$ cat config.mk
export PLATFORM = sky130hd
export DESIGN_NAME = uart_sender
export DESIGN_NICKNAME = d
export VERILOG_FILES = /design/src/rtl/uart_sender.sv
export SDC_FILE = /design/constraint.sdc
export NUM_CORES = 1
export LEC_CHECK = 0
export BUFFER_PORTS_ARGS = -buffer_cell sky130_fd_sc_hd__buf_4
export CAP_MARGIN = 5
export CORE_MARGIN = 4
export CORE_UTILIZATION = 30
export CTS_CLUSTER_DIAMETER = 150
export DETAILED_ROUTE_END_ITERATION = 7
export PLACE_DENSITY = 0.42
export SLEW_MARGIN = 0
export SYNTH_ARGS = -nofsm -noshare
export SYNTH_HDL_FRONTEND = slang
export SYNTH_SLANG_ARGS = --single-unit
$ cat constraint.sdc
create_clock -name clk -period 7 [get_ports clk]
set_input_delay 0.35 -clock clk [delete_from_list [all_inputs] [get_ports clk]]
set_output_delay 0.35 -clock clk [all_outputs]
set_load 0.01 [all_outputs]
$ cat src/rtl/uart_sender.sv
// uart_sender: transmit half of the CPU serial link.
// Bytes written by the pipeline are queued in a small circular FIFO and
// shifted out on uart_tx as 8N1 frames (start, 8 data bits LSB first, stop).
//
// Ports
//   clk          system clock, rising edge
//   rst          asynchronous active-high reset
//   tx_data      byte to queue, sampled when tx_write = 1
//   tx_write     one-cycle write strobe
//   tx_full      FIFO holds FIFO_DEPTH bytes
//   tx_busy      FIFO non-empty or a frame in progress
//   tx_done      one-cycle pulse in the last cycle of each stop bit
//   tx_overflow  sticky: a write arrived while full and was dropped
//   uart_tx      registered serial line, idle high
//
// state   | meaning
// --------+-----------------------------------------------------------
// S_IDLE  | line high, waiting for the FIFO to become non-empty
// S_START | start bit (line low) for CLKS_PER_BIT cycles
// S_DATA  | data bit sh[0], CLKS_PER_BIT cycles each, 8 bits
// S_STOP  | stop bit (line high); pops the next byte at its last cycle
module uart_sender #(
    parameter int CLKS_PER_BIT = 5208,
    parameter int FIFO_DEPTH   = 4
) (
    input  logic       clk,
    input  logic       rst,
    input  logic [7:0] tx_data,
    input  logic       tx_write,
    output logic       tx_full,
    output logic       tx_busy,
    output logic       tx_done,
    output logic       tx_overflow,
    output logic       uart_tx
);

    localparam int CNT_W = $clog2(CLKS_PER_BIT);
    localparam int PTR_W = $clog2(FIFO_DEPTH);
    localparam int OCC_W = PTR_W + 1;

    typedef enum logic [1:0] {
        S_IDLE  = 2'd0,
        S_START = 2'd1,
        S_DATA  = 2'd2,
        S_STOP  = 2'd3
    } state_t;

    state_t             state;
    state_t             state_next;

    logic [7:0]         fifo_mem [FIFO_DEPTH];
    logic [PTR_W-1:0]   rd_ptr;
    logic [PTR_W-1:0]   wr_ptr;
    logic [OCC_W-1:0]   count;
    logic               fifo_empty;
    logic               push;
    logic               pop;

    logic [CNT_W-1:0]   baud_cnt;
    logic [CNT_W-1:0]   baud_cnt_next;
    logic               baud_tc;
    logic [2:0]         bit_idx;
    logic [2:0]         bit_idx_next;
    logic [7:0]         sh;
    logic [7:0]         sh_next;
    logic               uart_tx_next;

    // ---------------- FIFO ----------------
    assign fifo_empty = (count == '0);
    assign tx_full    = (count == OCC_W'(FIFO_DEPTH));
    // A pop in the same cycle frees a slot, so a write to a full FIFO is
    // still accepted when the FSM is draining it.
    assign push       = tx_write && (!tx_full || pop);
    assign tx_busy    = !fifo_empty || (state != S_IDLE);

    always_ff @(posedge clk or posedge rst) begin
        if (rst) begin
            rd_ptr      <= '0;
            wr_ptr      <= '0;
            count       <= '0;
            tx_overflow <= 1'b0;
        end else begin
            if (push) begin
                wr_ptr <= wr_ptr + PTR_W'(1);
            end
            if (pop) begin
                rd_ptr <= rd_ptr + PTR_W'(1);
            end
            case ({push, pop})
                2'b10:   count <= count + OCC_W'(1);
                2'b01:   count <= count - OCC_W'(1);
                default: count <= count;
            endcase
            if (tx_write && !push) begin
                tx_overflow <= 1'b1;
            end
        end
    end

    // Storage has no reset: the pointers and count define what is valid.
    always_ff @(posedge clk) begin
        if (push) begin
            fifo_mem[wr_ptr] <= tx_data;
        end
    end

    // ---------------- FSM: state register ----------------
    always_ff @(posedge clk or posedge rst) begin
        if (rst) begin
            state <= S_IDLE;
        end else begin
            state <= state_next;
        end
    end

    // ---------------- FSM: next state ----------------
    assign baud_tc = (baud_cnt == CNT_W'(CLKS_PER_BIT - 1));

    always_comb begin
        state_next    = state;
        baud_cnt_next = baud_cnt + CNT_W'(1);
        bit_idx_next  = bit_idx;
        sh_next       = sh;
        pop           = 1'b0;
        case (state)
            S_IDLE: begin
                baud_cnt_next = '0;
                if (!fifo_empty) begin
                    pop        = 1'b1;
                    sh_next    = fifo_mem[rd_ptr];
                    state_next = S_START;
                end
            end
            S_START: begin
                if (baud_tc) begin
                    baud_cnt_next = '0;
                    bit_idx_next  = 3'd0;
                    state_next    = S_DATA;
                end
            end
            S_DATA: begin
                if (baud_tc) begin
                    baud_cnt_next = '0;
                    sh_next       = {1'b0, sh[7:1]};
                    bit_idx_next  = bit_idx + 3'd1;
                    if (bit_idx == 3'd7) begin
                        state_next = S_STOP;
                    end
                end
            end
            S_STOP: begin
                if (baud_tc) begin
                    baud_cnt_next = '0;
                    // Chain straight into the next frame with no idle gap.
                    if (!fifo_empty) begin
                        pop        = 1'b1;
                        sh_next    = fifo_mem[rd_ptr];
                        state_next = S_START;
                    end else begin
                        state_next = S_IDLE;
                    end
                end
            end
            default: begin
                state_next    = S_IDLE;
                baud_cnt_next = '0;
            end
        endcase
    end

    // ---------------- FSM: outputs ----------------
    // uart_tx is registered, so its next value is decoded from the next
    // state; the line therefore changes on the same edge as the state.
    always_comb begin
        tx_done      = (state == S_STOP) && baud_tc;
        uart_tx_next = 1'b1;
        case (state_next)
            S_START: uart_tx_next = 1'b0;
            S_DATA:  uart_tx_next = sh_next[0];
            default: uart_tx_next = 1'b1;
        endcase
    end

    always_ff @(posedge clk or posedge rst) begin
        if (rst) begin
            baud_cnt <= '0;
            bit_idx  <= 3'd0;
            sh       <= 8'h00;
            uart_tx  <= 1'b1;
        end else begin
            baud_cnt <= baud_cnt_next;
            bit_idx  <= bit_idx_next;
            sh       <= sh_next;
            uart_tx  <= uart_tx_next;
        end
    end

endmodule

# [Word level (Yosys, flattened, before mapping)]
# Memories as Yosys holds them, arrays and structs flattened.
# Index checks and enable logic that the tools add are counted.
[word_totals] reg_bits=35 latchBits=0 ram_bits=32 rom_bits=0 in_bits=11 out_inout_bits=5 elab_cells=70 n_memories=1
[mem_list] memory="fifo_mem" words=4 word_bits=8 read_ports=1 rd_ports_with_merged_regs=0 wr=1 line="51" rtl="logic [7:0] fifo_mem [FIFO_DEPTH];"
[op_classes] n_addsub=6 n_mul=0 div=0 magnitude_cmp=0 n_eq_ne=13 shifts=0 muxes=23 bitwise_logic=0 n_reduce_logical=17
[op_table] op="$pmux W13 S2" count=1
[op_table] op="$mux W8" count=3
[op_table] op="$pmux W8 S3" count=1
[op_table] op="$add A13 B1 Y13 const B" count=1
[op_table] op="$eq A13 B13 Y1 const B" count=1
[op_table] op="$mux W13" count=1
[op_table] op="$pmux W3 S2" count=2
[op_table] op="$mux W2" count=5
[op_table] op="$eq A2 B2 Y1 const B" count=4
[op_table] op="$pmux W2 S4" count=1
[op_table] op="$add A3 B1 Y3 const B" count=2
[op_table] op="$eq A2 B1 Y1 const B" count=3
[op_table] op="$eq A3 B3 Y1 const B" count=2
[op_table] op="$mux W3" count=2
[op_table] op="$ne A2 B2 Y1 const B" count=3
[op_table] op="$reduce_and A3 Y1" count=2
[op_table] op="$reduce_bool A2 Y1" count=3
[op_table] op="$mux W1" count=5
[op_table] op="$add A2 B1 Y2 const B" count=2
[op_table] op="$pmux W1 S2" count=2
[op_table] op="$logic_and A1 B1 Y1" count=3
[op_table] op="$logic_not A1 Y1" count=3
[op_table] op="$logic_not A3 Y1" count=1
[op_table] op="$reduce_bool A3 Y1" count=1
[op_table] op="4 further kinds" count=5

# [Longest topological paths before layout]
# Gate-level depths: netlist (run 1).
[depth] depth_word=8 ltp_mapped=8 ltp_nobuf=8

# [Worst setup path after synthesis (run 1)]
# Ideal clock, no wire load.
[synth_timing] path_kind="reg2reg" from="register baud_cnt[0]" to="register count[2]" setup_time_ns=0.123 arrival_time_ns=2.134 required_ns=6.877 setup_slack_ns=4.744 path_stages_with_launch=9 path_buffers=0 synth_period_minus_slack_ns=2.256 cell_sequence="dfrtp_1 -> ha_1 -> and4bb_2 -> a41oi_2 -> nor4_1 -> inv_1 -> fa_1 -> mux2i_1 -> xnor2_1"
[synth_between] elab_chain_cells=7 elab_cells_between_ends=9 cone_classes="3 x eq/ne; 3 x mux; 3 x reduce/logical"
[synth_lines] element="from (decl)" line="59" rtl="logic [CNT_W-1:0] baud_cnt;"
[synth_lines] element="from (signal assigned)" line="191" rtl="baud_cnt <= baud_cnt_next;"
[synth_lines] element="$eq A13 B13 Y1 (*)" line="117" rtl="assign baud_tc = (baud_cnt == CNT_W'(CLKS_PER_BIT - 1));"
[synth_lines] element="$mux W1 (*)" line="152" rtl="if (baud_tc) begin"
[synth_lines] element="$pmux W1 S2 (*)" line="125" rtl="case (state)"
[synth_lines] element="$logic_or A1 B1 Y1" line="73" rtl="assign push = tx_write && (!tx_full || pop);"
[synth_lines] element="$logic_and A1 B1 Y1" line="73"
[synth_lines] element="$eq A2 B1 Y1 / $eq A2 B2 Y1 (equally long branches)" line="89" rtl="case ({push, pop})"
[synth_lines] element="$pmux W3 S2 / $reduce_bool A2 Y1 (equally long branches)"
[synth_lines] element="to (signal assigned)" line="90" rtl="2'b10: count <= count + OCC_W'(1);"
[synth_lines] element="to (signal assigned)" line="91" rtl="2'b01: count <= count - OCC_W'(1);"
[synth_lines] element="to (signal assigned)" line="92" rtl="default: count <= count;"
[synth_lines] element="to (decl)" line="54" rtl="logic [OCC_W-1:0] count;"
# Every way passes the cells marked *; elsewhere a longest branch is shown, timed or not.
# A chain may end at the register's enable or synchronous reset.

# [Worst setup path after layout (run 1)]
[layout_timing] from="register baud_cnt[0]" to="memory fifo_mem[1][2] (enable)"
[layout_between] elab_chain_cells=7
[layout_lines] element="$eq A13 B13 Y1" line="117"
[layout_lines] element="$mux W1" line="152"
[layout_lines] element="$pmux W1 S2" line="125"
[layout_lines] element="$logic_or A1 B1 Y1" line="73"
[layout_lines] element="$logic_and A1 B1 Y1" line="73"
[layout_lines] element="$mux W1" line="102" rtl="if (push) begin"
[layout_lines] element="$mux W1 (implied by the code)" line="103" rtl="fifo_mem[wr_ptr] <= tx_data;"
[layout_lines] element="to (decl)" line="51"
# No other way between the ends.

==> impl_results.md, run 1 <==
* Post-CTS sizing at 0
* CTS Buffer Depth at 2
* Clock sinks at 67
* Worst Hold Class: in2async
* WL final at 6180 µm
* Final Hold Vio Count at 0
* Row cnt at 37
* Synthesis-to-layout area growth at 14.8%
* FMAX at 355 MHz
* Net Count, Synth at 265
* Initial Utilization at 30.7%
* Final Critical Period at 2.82 ns
* Layout cells sized above 1 at 19.5%
* Post-synthesis cell area at 3170 µm²
* Worst Path Required at 7.01 ns
* Slew Viols, Final at 0
* Number of flops mapped to enable cells by yosys at 32
* Clk pwr share at 25.9%
* Nets at 286
* Leakage dissipation at 0.00146 µW
* Finish-stage setup viols at 0
* Total of max-cap violations at 0
* CTS buffer count at 9
* First-pass GRT wire length at 10,400 µm
* Power Density at 361 nW/µm²
* Post-synth top area share at 30.3%
* Largest net degree at the start of global routing at 36
* Hold_buf cts at 0
* Setup bufs post-CTS at 0
* Initial DRC count at 67
* Arrival time at the worst endpoint at 2.83 ns
* P_int at 863 µW
* Synth unique cells at 49
* Seq/Total Area, Yosys at 58.0%
* DP Wirelength at 4260 µm
* Layout fillers at 997
* Run status: finished clean
* Clock-pin slew on the worst setup and hold paths at 0.08 ns
* Die Span Y at 111 µm
* Sw Ratio at 34.2%
* Startpoint Class: register
* CP Class: reg2reg
* Die Area at 12,300 µm²
* Input/output buffers at 15
* Gr usage total at 10.7%
* Die width at 111 µm
* Primary FF master, synth: dfrtp_1
* DR vias/cell at 4.69
* Wire per inst at 15.4 µm
* Count leader, synth: dfrtp_1
* Measured slew at the worst slew-check pin at 0.668 ns
* Critical Path Fanout Max at 13
* Via count at 1,887
* CTS tree: built
* Yosys warning total at 0
* Global route overflow at 0
* Total negative slack at 0 ns
* Sequential power share at 44.7%
* Period Utilization, post-route at 40.2%
* Worst Skew at 0.0146 ns
* Root buffer cell: clkbuf_8
* 1st-pass router iterations at 4
* Unrepaired setup endpoints after global routing: false
* # diodes at 0
* Cell Area, Placed at 3430 µm²
* Number of global-route vias before repair at 1,969
* GPL Wtd Cong at 0.699
* Slew HR at 55.4%
* Most frequent cells after synthesis: 34 x dfrtp_1, 32 x edfxtp_1, 19 x nor2_1
* Worst setup EP type: register
* Top cells by area, synth: edfxtp_1 30%, dfrtp_1 27%, mux4_2 5.7%
* I/O pin count at 16
* Post-route ant nets at 0
* Post-Layout Cell Count at 402
* Combinational power share at 29.4%
* Asr flop ratio synth at 52.2%
* Cells after Synth at 240
* Latest clock arrival within the worst-skew pair at 0.35 ns
* Synthesized flop and latch total at 67
* Initial antenna violation count at 0
* Final instance area at 3640 µm²
* DRC at 0
* Psw at 449 µW
* CORE AREA at 10,300 µm²
* Peak supply drop at 0.132 mV
* H-Tree Level Count at 3
* Flop-to-flop setup slack at 4.18 ns
* Placed cell count at 386
* Syn_area_per_cell at 13.2 µm²
* Synth area leader: edfxtp_1
cells by family (layout without fill, tap and decap cells):
| group | after synthesis | after routing | share of synthesized area [%] |
|---|---|---|---|
| adders and majority gates | 14 | 14 | 5.77 |
| AOI/OAI and AO/OA | 40 | 40 | 9.28 |
| buffers and inverters | 21 | 47 | 2.65 |
| DFF | 67 | 67 | 58.0 |
| and+or+nand+nor | 65 | 65 | 11.1 |
| xor gates and xnor gates | 14 | 14 | 3.87 |
| muxes | 19 | 19 | 9.28 |
sequential cells by signal (all words and copies together), names as in the netlist:
name / cells
wr_ptr: 2
count: 3
sh: 8
baud_cnt: 13
rd_ptr: 2
tx_overflow: 1
state: 2
bit_idx: 3
uart_tx: 1
fifo_mem: 32
placed cells by master (no fill, tap or decap), types with 2 or more instances in the layout:
master	instances
nand4_1	3
a21oi_1	3
inv_6	5
o21ai_0	14
inv_1	14
nand3_1	3
dfrtp_1	34
edfxtp_1	32
mux2i_1	8
and4_1	2
clkbuf_8	9
mux4_2	8
nor2_1	19
nand2_1	15
mux2_2	2
a31oi_1	2
xnor2_1	9
buf_4	17
and2_1	5
or3_1	3
ha_1	13
a22o_1	8
nor3_1	5
xor2_1	5
critical path, stage by stage, from the launching register on:
cell and delay, ns:
dfrtp_1 0.37, ha_1 0.30, and4bb_2 0.33, a41oi_2 0.36, or3_4 0.53, a21oi_4 0.20, and2_1 0.40
through the flow:
step | hold slack (ns) | total power, µW | util, % | setup WS, ns
2_1_floorplan | 0.424 | 874 | - | 4.74
3_3_place_gp | 0.436 | 990 | 33.3 | 4.19
3_5_place_dp | 0.449 | 988 | 33.3 | 4.15
4_1_cts | 0.115 | 1340 | 35.2 | 4.13
5_1_grt | 0.145 | 1400 | 35.2 | 3.98
6_report | 0.107 | 1310 | 35.2 | 4.18
per-layer routing:
metal	part of all wire, %	vias to the layer above	track usage [%]
li1	-	929	-
met1	49	928	14.3
met2	46	21	16.2
met3	2.6	9	3.17
met4	1.7	0	4.19
met5	0	-	0
worst paths after layout:
path                        startpoint        endpoint  cells after the start
setup / recovery           baud_cnt[0]  fifo_mem[1][2]                      6
hold / removal                     rst       wr_ptr[1]                      3
setup reg to reg           baud_cnt[0]  fifo_mem[1][2]                      6
hold reg to reg            baud_cnt[0]     baud_cnt[0]                      1
max in group asynchronous          rst         uart_tx                      3
min in group clk            tx_data[6]  fifo_mem[2][6]                      1
power by group through the flow:
stage                     Clock, µW  Sequential (µW)  Combinational (µW)
after floorplan                   0              556                 317
after global routing            371              605                 429
after CTS                       353              589                 394
after global placement            0              597                 392
after detailed placement          0              597                 391
final                           341              586                 386
layout make-up:
type                       instances  area, µm²  share of cell area [%]
sequential                        67       1840                    50.5
multi-input combinational        152       1250                    34.3
tap                              136        170                    4.68
timing repair buffer              17        128                    3.51
clock buffer                       9        124                    3.41
clock inverter                     7       78.8                    2.17
inverter                          14       52.6                    1.44
(Power assumes the default switching activity.)
==> run 2, diff against run 1 <==
--- a/config.mk
+++ b/config.mk
@@ -5,13 +5,14 @@
 export SDC_FILE = /design/constraint.sdc
 export NUM_CORES = 1
 export LEC_CHECK = 0
+export ABC_AREA = 1
 export BUFFER_PORTS_ARGS = -buffer_cell sky130_fd_sc_hd__buf_4
 export CAP_MARGIN = 5
 export CORE_MARGIN = 4
 export CORE_UTILIZATION = 30
 export CTS_CLUSTER_DIAMETER = 150
 export DETAILED_ROUTE_END_ITERATION = 7
-export PLACE_DENSITY = 0.42
+export PLACE_DENSITY = 0.43
 export SLEW_MARGIN = 0
 export SYNTH_ARGS = -nofsm -noshare
 export SYNTH_HDL_FRONTEND = slang
==> constraint.sdc (replaced) <==
create_clock -name clk -period 2.55 [get_ports clk]
set_input_delay 0.1275 -clock clk [delete_from_list [all_inputs] [get_ports clk]]
set_output_delay 0.1275 -clock clk [all_outputs]
set_load 0.01 [all_outputs]
==> run 2 against run 1 <==
Compared with the run above:
- sequential share of layout area decreased by 5.6 points
- critical path type unchanged
- highest routed layer unchanged
- hold slack improved by 0.025 ns
- global-route usage rose by 1.6 points
- largest power group unchanged
- sequential cell count is the same
- synthesized cell count increased by 52%
- power up 140%
- largest cell class unchanged
- final cell count grew 35%
==> impl_results.md, run 2 <==
* CP bufs+invs at 3 (+3)
* Period Utilization, post-route at 83.8% (+44 points)
* Synthesis-to-layout area growth at 20.1%
* Finish-stage setup viols at 0 (unchanged)
* GPL Wtd Cong at 0.740 (+5.9%)
* Via count at 2,436 (+29%)
* Global route overflow at 0 (unchanged)
* Worst Path Required at 2.83 ns (-4.18 ns)
* Asr flop ratio synth at 52.2% (unchanged)
* Number of flops mapped to enable cells by yosys at 32 (unchanged)
* Syn_area_per_cell at 9.33 µm² (-29%)
* Synthesized flop and latch total at 67 (unchanged)
* Final Util at 37.2% (+2.0 points)
* Clock-pin slew on the worst setup and hold paths at 0.06 ns (-0.02 ns)
* Run status: finished clean
* Root buffer cell: clkbuf_16
* CORE AREA at 11,000 µm² (+6.4%)
* Most frequent cells in the layout: 64 x nand2_1, 46 x inv_1, 42 x nor2_1
* Worst Hold Class: in2reg
* Startpoint Class: register
* Critical R2R Launch: baud_cnt[0]
* DP Wirelength at 5060 µm (+19%)
* DRC at 0 (unchanged)
* Final Critical Period at 2.14 ns (-0.681 ns)
* Post-route ant nets at 0 (unchanged)
* Top cells by area, synth: edfxtp_1 28%, dfrtp_1 25%, nand2_1 7.1%
* Leakage dissipation at 0.00176 µW (+21%)
* Arrival time at the worst endpoint at 2.42 ns (-0.41 ns)
* FF-to-FF End: count[2]
* Input/output buffers at 15 (unchanged)
* Final instance area at 4090 µm² (+12%)
* Die Span Y at 115 µm (+3.4%)
* Hold Crit Depth at 3
* Nets at 423 (+48%)
* CP Class: reg2reg
* Critical-path cell list: ha_1 -> inv_1 -> nor2_1 -> nand2_1 -> nor2_1 -> nand3_1 -> nand2_1 -> nand3_1 -> fa_1 -> inv_1 -> nand4_1 -> nand3_1 -> nand2_1 -> inv_1
* First-pass GRT wire length at 12,100 µm (+17%)
* Synth area leader: edfxtp_1
* Peak supply drop at 0.460 mV (+250%)
* Largest net degree at the start of global routing at 36 (unchanged)
* Layout cells sized above 1 at 16.1% (-3.4 points)
* Initial DRC count at 111 (+66%)
* Clock sinks at 67 (unchanged)
* Measured slew at the worst slew-check pin at 0.650 ns (-0.0181 ns)
* Net Count, Synth at 390 (+47%)
* Worst Skew at 0.0122 ns (-0.00242 ns)
* Seq/Total Area, Yosys at 54.0% (-4.0 points)
* Total design power at 3090 µW (+140%)
* Cell Area, Placed at 3690 µm² (+7.6%)
* Unrepaired setup endpoints after global routing: false
* Initial antenna violation count at 0 (unchanged)
* Post-CTS sizing at 0 (unchanged)
* CTS Buffer Depth at 2 (unchanged)
* Initial Utilization at 31.0% (+0.32 points)
* Most frequent cells after synthesis: 64 x nand2_1, 46 x inv_1, 42 x nor2_1
* Power Density at 755 nW/µm² (+110%)
* DR vias/cell at 4.49 (-4.4%)
* 1st-pass router iterations at 4 (unchanged)
* Total of max-cap violations at 0 (unchanged)
* Cells on worst reg2reg path at 14 (+8)
* Hold_ws at 0.131 ns (+0.0246 ns)
* Number of global-route vias before repair at 2,425 (+23%)
* Critical Path Max Stage Delay at 0.44 ns (-0.09 ns)
* CTS buffer count at 9 (unchanged)
* Primary FF master, synth: dfrtp_1
* Number of flip-flops in the largest register at 32 (unchanged)
* # diodes at 0 (unchanged)
* FMAX at 468 MHz (+32%)
* Post-synth top area share at 28.2% (-2.1 points)
* Wire per inst at 13.2 µm (-14%)
* Flop-to-flop setup slack at 0.41 ns (-3.77 ns)
* CTS tree: built
* Commonest non-fill, non-tap cell in the layout: nand2_1
* WL final at 7140 µm (+16%)
* Biggest register: fifo_mem
* Synth unique cells at 34 (-31%)
* Critical Path Fanout Max at 4 (-9)
* Cells after Synth at 365 (+52%)
* Largest registers: fifo_mem (32), baud_cnt (13), sh (8)
* Worst setup EP type: register
* Hold Path Sink: tx_overflow
* I/O pin count at 16 (unchanged)
* Layout fillers at 1,099 (+10%)
* Slowest-stage cell, CP: fa_1
* Latest clock arrival within the worst-skew pair at 0.34 ns (about the same)
* Die width at 115 µm (+3.4%)
* Slew Viols, Final at 0 (unchanged)
* Slew HR at 56.7% (+1.3 points)
* Final Hold Vio Count at 0 (unchanged)
* Post-synthesis cell area at 3410 µm² (+7.5%)
* Gr usage total at 12.2% (+1.6 points)
* Count leader, synth: nand2_1
* Yosys warning total at 0 (unchanged)
* Row cnt at 38 (+2.7%)
* Die Area at 13,100 µm² (+7.0%)
* Hold_sp: tx_write
* CP top delay family: simple AND/OR/NAND/NOR gates
* H-Tree Level Count at 3 (unchanged)
* Total negative slack at 0 ns (unchanged)
==> run 2: worst min-delay path, delay by kind of cell <==
kind / cells / cell delay, ns
buffers and inverters: 2 / 0.21
AOI/OAI and AO/OA: 1 / 0.08
==> run 2: power by group <==
| group | switching (µW) | total (µW) | internal (µW) |
|---|---|---|---|
| clock network | 487 | 1250 | 768 |
| logic | 316 | 495 | 179 |
| registers | 50.1 | 1340 | 1290 |
==> run 2: logic make-up after synthesis <==
kind of cell | after synthesis | share of synthesized area (%)
compound gates | 69 | 11.2
xor+xnor | 6 | 1.54
fa+ha+maj | 14 | 5.36
buf+inv | 60 | 7.02
flops | 67 | 54.0
simple gates | 149 | 20.9
==> run 2: timing repair <==
item	CTS	global route
hold endpoints to repair	54	4
hold buffers	7	2
buffers inserted	0	0
==> run 2: worst max-delay path by stage <==
| stage | start | endpoint | slack (ns) | cells past startpoint |
|---|---|---|---|---|
| floorplan | state[1] | fifo_mem[0][0] | 0.51 | 8 |
| global placement | baud_cnt[0] | count[2] | 0.43 | 14 |
| detailed placement | baud_cnt[0] | count[2] | 0.40 | 14 |
| CTS | baud_cnt[0] | count[2] | 0.39 | 14 |
| global route | baud_cnt[0] | count[2] | 0.14 | 14 |
| finish | baud_cnt[0] | count[2] | 0.41 | 14 |
==> run 2: layer usage <==
layer / part of all wire (%) / global-route usage (%) / up-vias
met5: 0 / 0 / -
met4: 1.9 / 5.46 / 0
met3: 3.0 / 3.38 / 12
met2: 45 / 18.6 / 32
met1: 50 / 16.2 / 1124
li1: - / - / 1268
==> run 2: cell type report <==
cell class | instances | area [µm²] | area share, %
tap | 140 | 175 | 4.28
multi-input combinational | 238 | 1330 | 32.5
clock buffer | 10 | 229 | 5.60
inverter | 52 | 195 | 4.77
clock inverter | 6 | 75.1 | 1.84
timing repair buffer | 30 | 248 | 6.06
sequential | 67 | 1840 | 45.0
==> run 2: metrics by stage <==
| step | cells | setup slack, ns |
|---|---|---|
| floorplan | 365 | 0.507 |
| global placement | 518 | 0.432 |
| detailed placement | 518 | 0.401 |
| CTS | 541 | 0.394 |
| global route | 543 | 0.145 |
| finish | 543 | 0.414 |
==> run 3, diff against run 2 <==
--- a/config.mk
+++ b/config.mk
@@ -5,14 +5,14 @@
 export SDC_FILE = /design/constraint.sdc
 export NUM_CORES = 1
 export LEC_CHECK = 0
-export ABC_AREA = 1
+export ABC_AREA = 0
 export BUFFER_PORTS_ARGS = -buffer_cell sky130_fd_sc_hd__buf_4
 export CAP_MARGIN = 5
 export CORE_MARGIN = 4
 export CORE_UTILIZATION = 30
 export CTS_CLUSTER_DIAMETER = 150
 export DETAILED_ROUTE_END_ITERATION = 7
-export PLACE_DENSITY = 0.43
+export PLACE_DENSITY = 0.42
 export SLEW_MARGIN = 0
 export SYNTH_ARGS = -nofsm -noshare
 export SYNTH_HDL_FRONTEND = slang
==> constraint.sdc (replaced) <==
create_clock -name clk -period 2 [get_ports clk]
set_input_delay 0.1 -clock clk [delete_from_list [all_inputs] [get_ports clk]]
set_output_delay 0.1 -clock clk [all_outputs]
set_load 0.01 [all_outputs]
==> run 3 against run 2 <==
Compared with the run above:
- the flow now finishes with violations (negative setup slack)
- sequential power grew 46%
- clock-buffer cell count shrank 1
- die area shrank 6.5%
- first-iteration DRC count shrank 49%
- combinational power grew to 3.8 times the previous value
- clock power shrank 4%
- power grew 63%
- register-to-register slack lost 0.52 ns
- hold slack lost 0.090 ns
- utilization grew 3.1 points
- sequential share of layout area shrank 0.76 points
- via count shrank 14%
==> impl_results.md, run 3 (same netlist as run 1, synthesis figures left out) <==
* Run status: complete, but fails checks
* Failing checks: negative setup slack
* CP Class: reg2reg
* Finish-stage setup viols at 36 (+36)
* I/O pin count at 16 (unchanged)
* Wire per inst at 14.5 µm (+10%)
* Hold Path Sink: tx_overflow
* Slew Viols, Final at 0 (unchanged)
* Via count at 2,098 (-14%)
* Largest net degree at the start of global routing at 36 (unchanged)
* Critical Path Fanout Max at 8 (+4)
* Die Area at 12,300 µm² (-6.5%)
* Unrepaired setup endpoints after global routing: true
* Global route overflow at 0 (unchanged)
* DP Wirelength at 4660 µm (-7.8%)
* Initial DRC count at 57 (-49%)
* Final Critical Period at 2.11 ns (-0.0274 ns)
* Post-route ant nets at 0 (unchanged)
* Biggest register: fifo_mem
* Most frequent cells in the layout: 55 x buf_4, 34 x dfrtp_1, 32 x edfxtp_1
* Initial antenna violation count at 0 (unchanged)
* Initial Utilization at 30.7% (-0.32 points)
* CTS buffer count at 9 (unchanged)
* Hold_sp: tx_write
* Worst Skew at 0.00825 ns (-0.00392 ns)
* Startpoint Class: register
* Latest clock arrival within the worst-skew pair at 0.34 ns (about the same)
* Commonest non-fill, non-tap cell in the layout: buf_4
* Layout cells sized above 1 at 33.9% (+18 points)
* Critical R2R Launch: baud_cnt[11]
* Final Hold Vio Count at 0 (unchanged)
* Flop-to-flop setup slack at -0.11 ns (-0.52 ns)
* Setup WS post-layout at -0.108 ns (-0.523 ns)
* Hold_ws at 0.0413 ns (-0.0900 ns)
* GPL Wtd Cong at 0.744 (+0.54%)
* Hold Crit Depth at 2 (-1)
* Gr usage total at 11.3% (-0.92 points)
* Cells on worst reg2reg path at 5 (-9)
* Clock-pin slew on the worst setup and hold paths at 0.08 ns (+0.02 ns)
* Leakage dissipation at 0.00173 µW (-1.8%)
* Number of flip-flops in the largest register at 32 (unchanged)
* CORE AREA at 10,300 µm² (-6.0%)
* First-pass GRT wire length at 11,300 µm (-7.2%)
* Period Utilization, post-route at 105% (+22 points)
* Die Span Y at 111 µm (-3.3%)
* Number of global-route vias before repair at 2,211 (-8.8%)
* Power Density at 1210 nW/µm² (+61%)
* # diodes at 0 (unchanged)
* H-Tree Level Count at 3 (unchanged)
* Input/output buffers at 15 (unchanged)
* Worst setup EP type: register
* Root buffer cell: clkbuf_8
* Row cnt at 37 (-2.6%)
* CTS Buffer Depth at 2 (unchanged)
* 1st-pass router iterations at 4 (unchanged)
* Largest registers: fifo_mem (32), baud_cnt (13), sh (8)
* FMAX at 474 MHz (+1.3%)
* Synthesis-to-layout area growth at 31.3%
* Slew HR at 68.7% (+12 points)
* Worst Hold Class: in2reg
* Worst Path Required at 2.05 ns (-0.78 ns)
* CTS tree: built
* WL final at 6540 µm (-8.5%)
* Total of max-cap violations at 0 (unchanged)
* DRC at 0 (unchanged)
* Clock sinks at 67 (unchanged)
* DR vias/cell at 4.64 (+3.5%)
* Pre-CTS setup slack at -0.219 ns (-0.621 ns)
* Peak supply drop at 0.513 mV (+11%)
* FF-to-FF End: fifo_mem[1][6]
* Total design power at 5050 µW (+63%)
* Nets at 336 (-21%)
* Die width at 111 µm (-3.3%)
* Arrival time at the worst endpoint at 2.16 ns (-0.26 ns)
* Measured slew at the worst slew-check pin at 0.469 ns (-0.181 ns)
run 3: through the flow:
step / TNS, ns / cells / util, % / area, µm²
6_report: -3.42 / 452 / 40.3 / 4160
5_1_grt: -7.07 / 452 / 40.3 / 4160
4_1_cts: -4.76 / 452 / 39.8 / 4110
3_5_place_dp: -7.30 / 423 / 36.3 / 3740
3_3_place_gp: -5.70 / 423 / 36.3 / 3740
2_1_floorplan: -3.42 / 240 / - / 3200
run 3: how the worst max path moves through the flow:
| stage | startpoint | to | depth (start not counted) |
|---|---|---|---|
| after floorplan | baud_cnt[0] | count[2] | 8 |
| after global placement | baud_cnt[11] | fifo_mem[1][4] | 5 |
| after detailed placement | baud_cnt[1] | fifo_mem[1][3] | 6 |
| after CTS | baud_cnt[9] | count[2] | 7 |
| after global routing | baud_cnt[1] | count[2] | 8 |
| final | baud_cnt[11] | fifo_mem[1][6] | 5 |
run 3: worst max-delay path, cell delays in order, from the launching register on:
cell and delay [ns]:
dfrtp_1 0.41, nor4b_4 0.37, a41oi_4 0.20, or3_4 0.38, a21oi_4 0.19, and2_4 0.25
run 3: timing repair:
action / CTS / global route
endpoints found under the setup margin: 36 / 39
endpoints found under the hold margin: 66 / 0
hold buffers: 9 / 0
setup buffers: 4 / 0
pin swaps: 9 / 8
resized for setup: 6 / 10
run 3: report_power, final:
part           leakage, µW  internal, µW  switching, µW
logic             0.000879           957            938
registers         0.000749          1780            170
clock network     0.000102           598            599
run 3: cell type report:
type	count	area (µm²)
Sequential cell	67	1840
Multi-Input combinational cell	152	1350
Clock inverter	7	83.8
Tap cell	136	170
Timing Repair Buffer	67	537
Inverter	14	52.6
Fill cell	1008	6160
Clock buffer	9	124
run 3: layer usage:
metal	up-vias	wire length, µm	GRT usage (%)
met4	0	84	3.20
met1	1039	3340	16.0
met3	7	168	3.00
met2	27	2940	17.1
met5	-	0	0
li1	1025	-	-
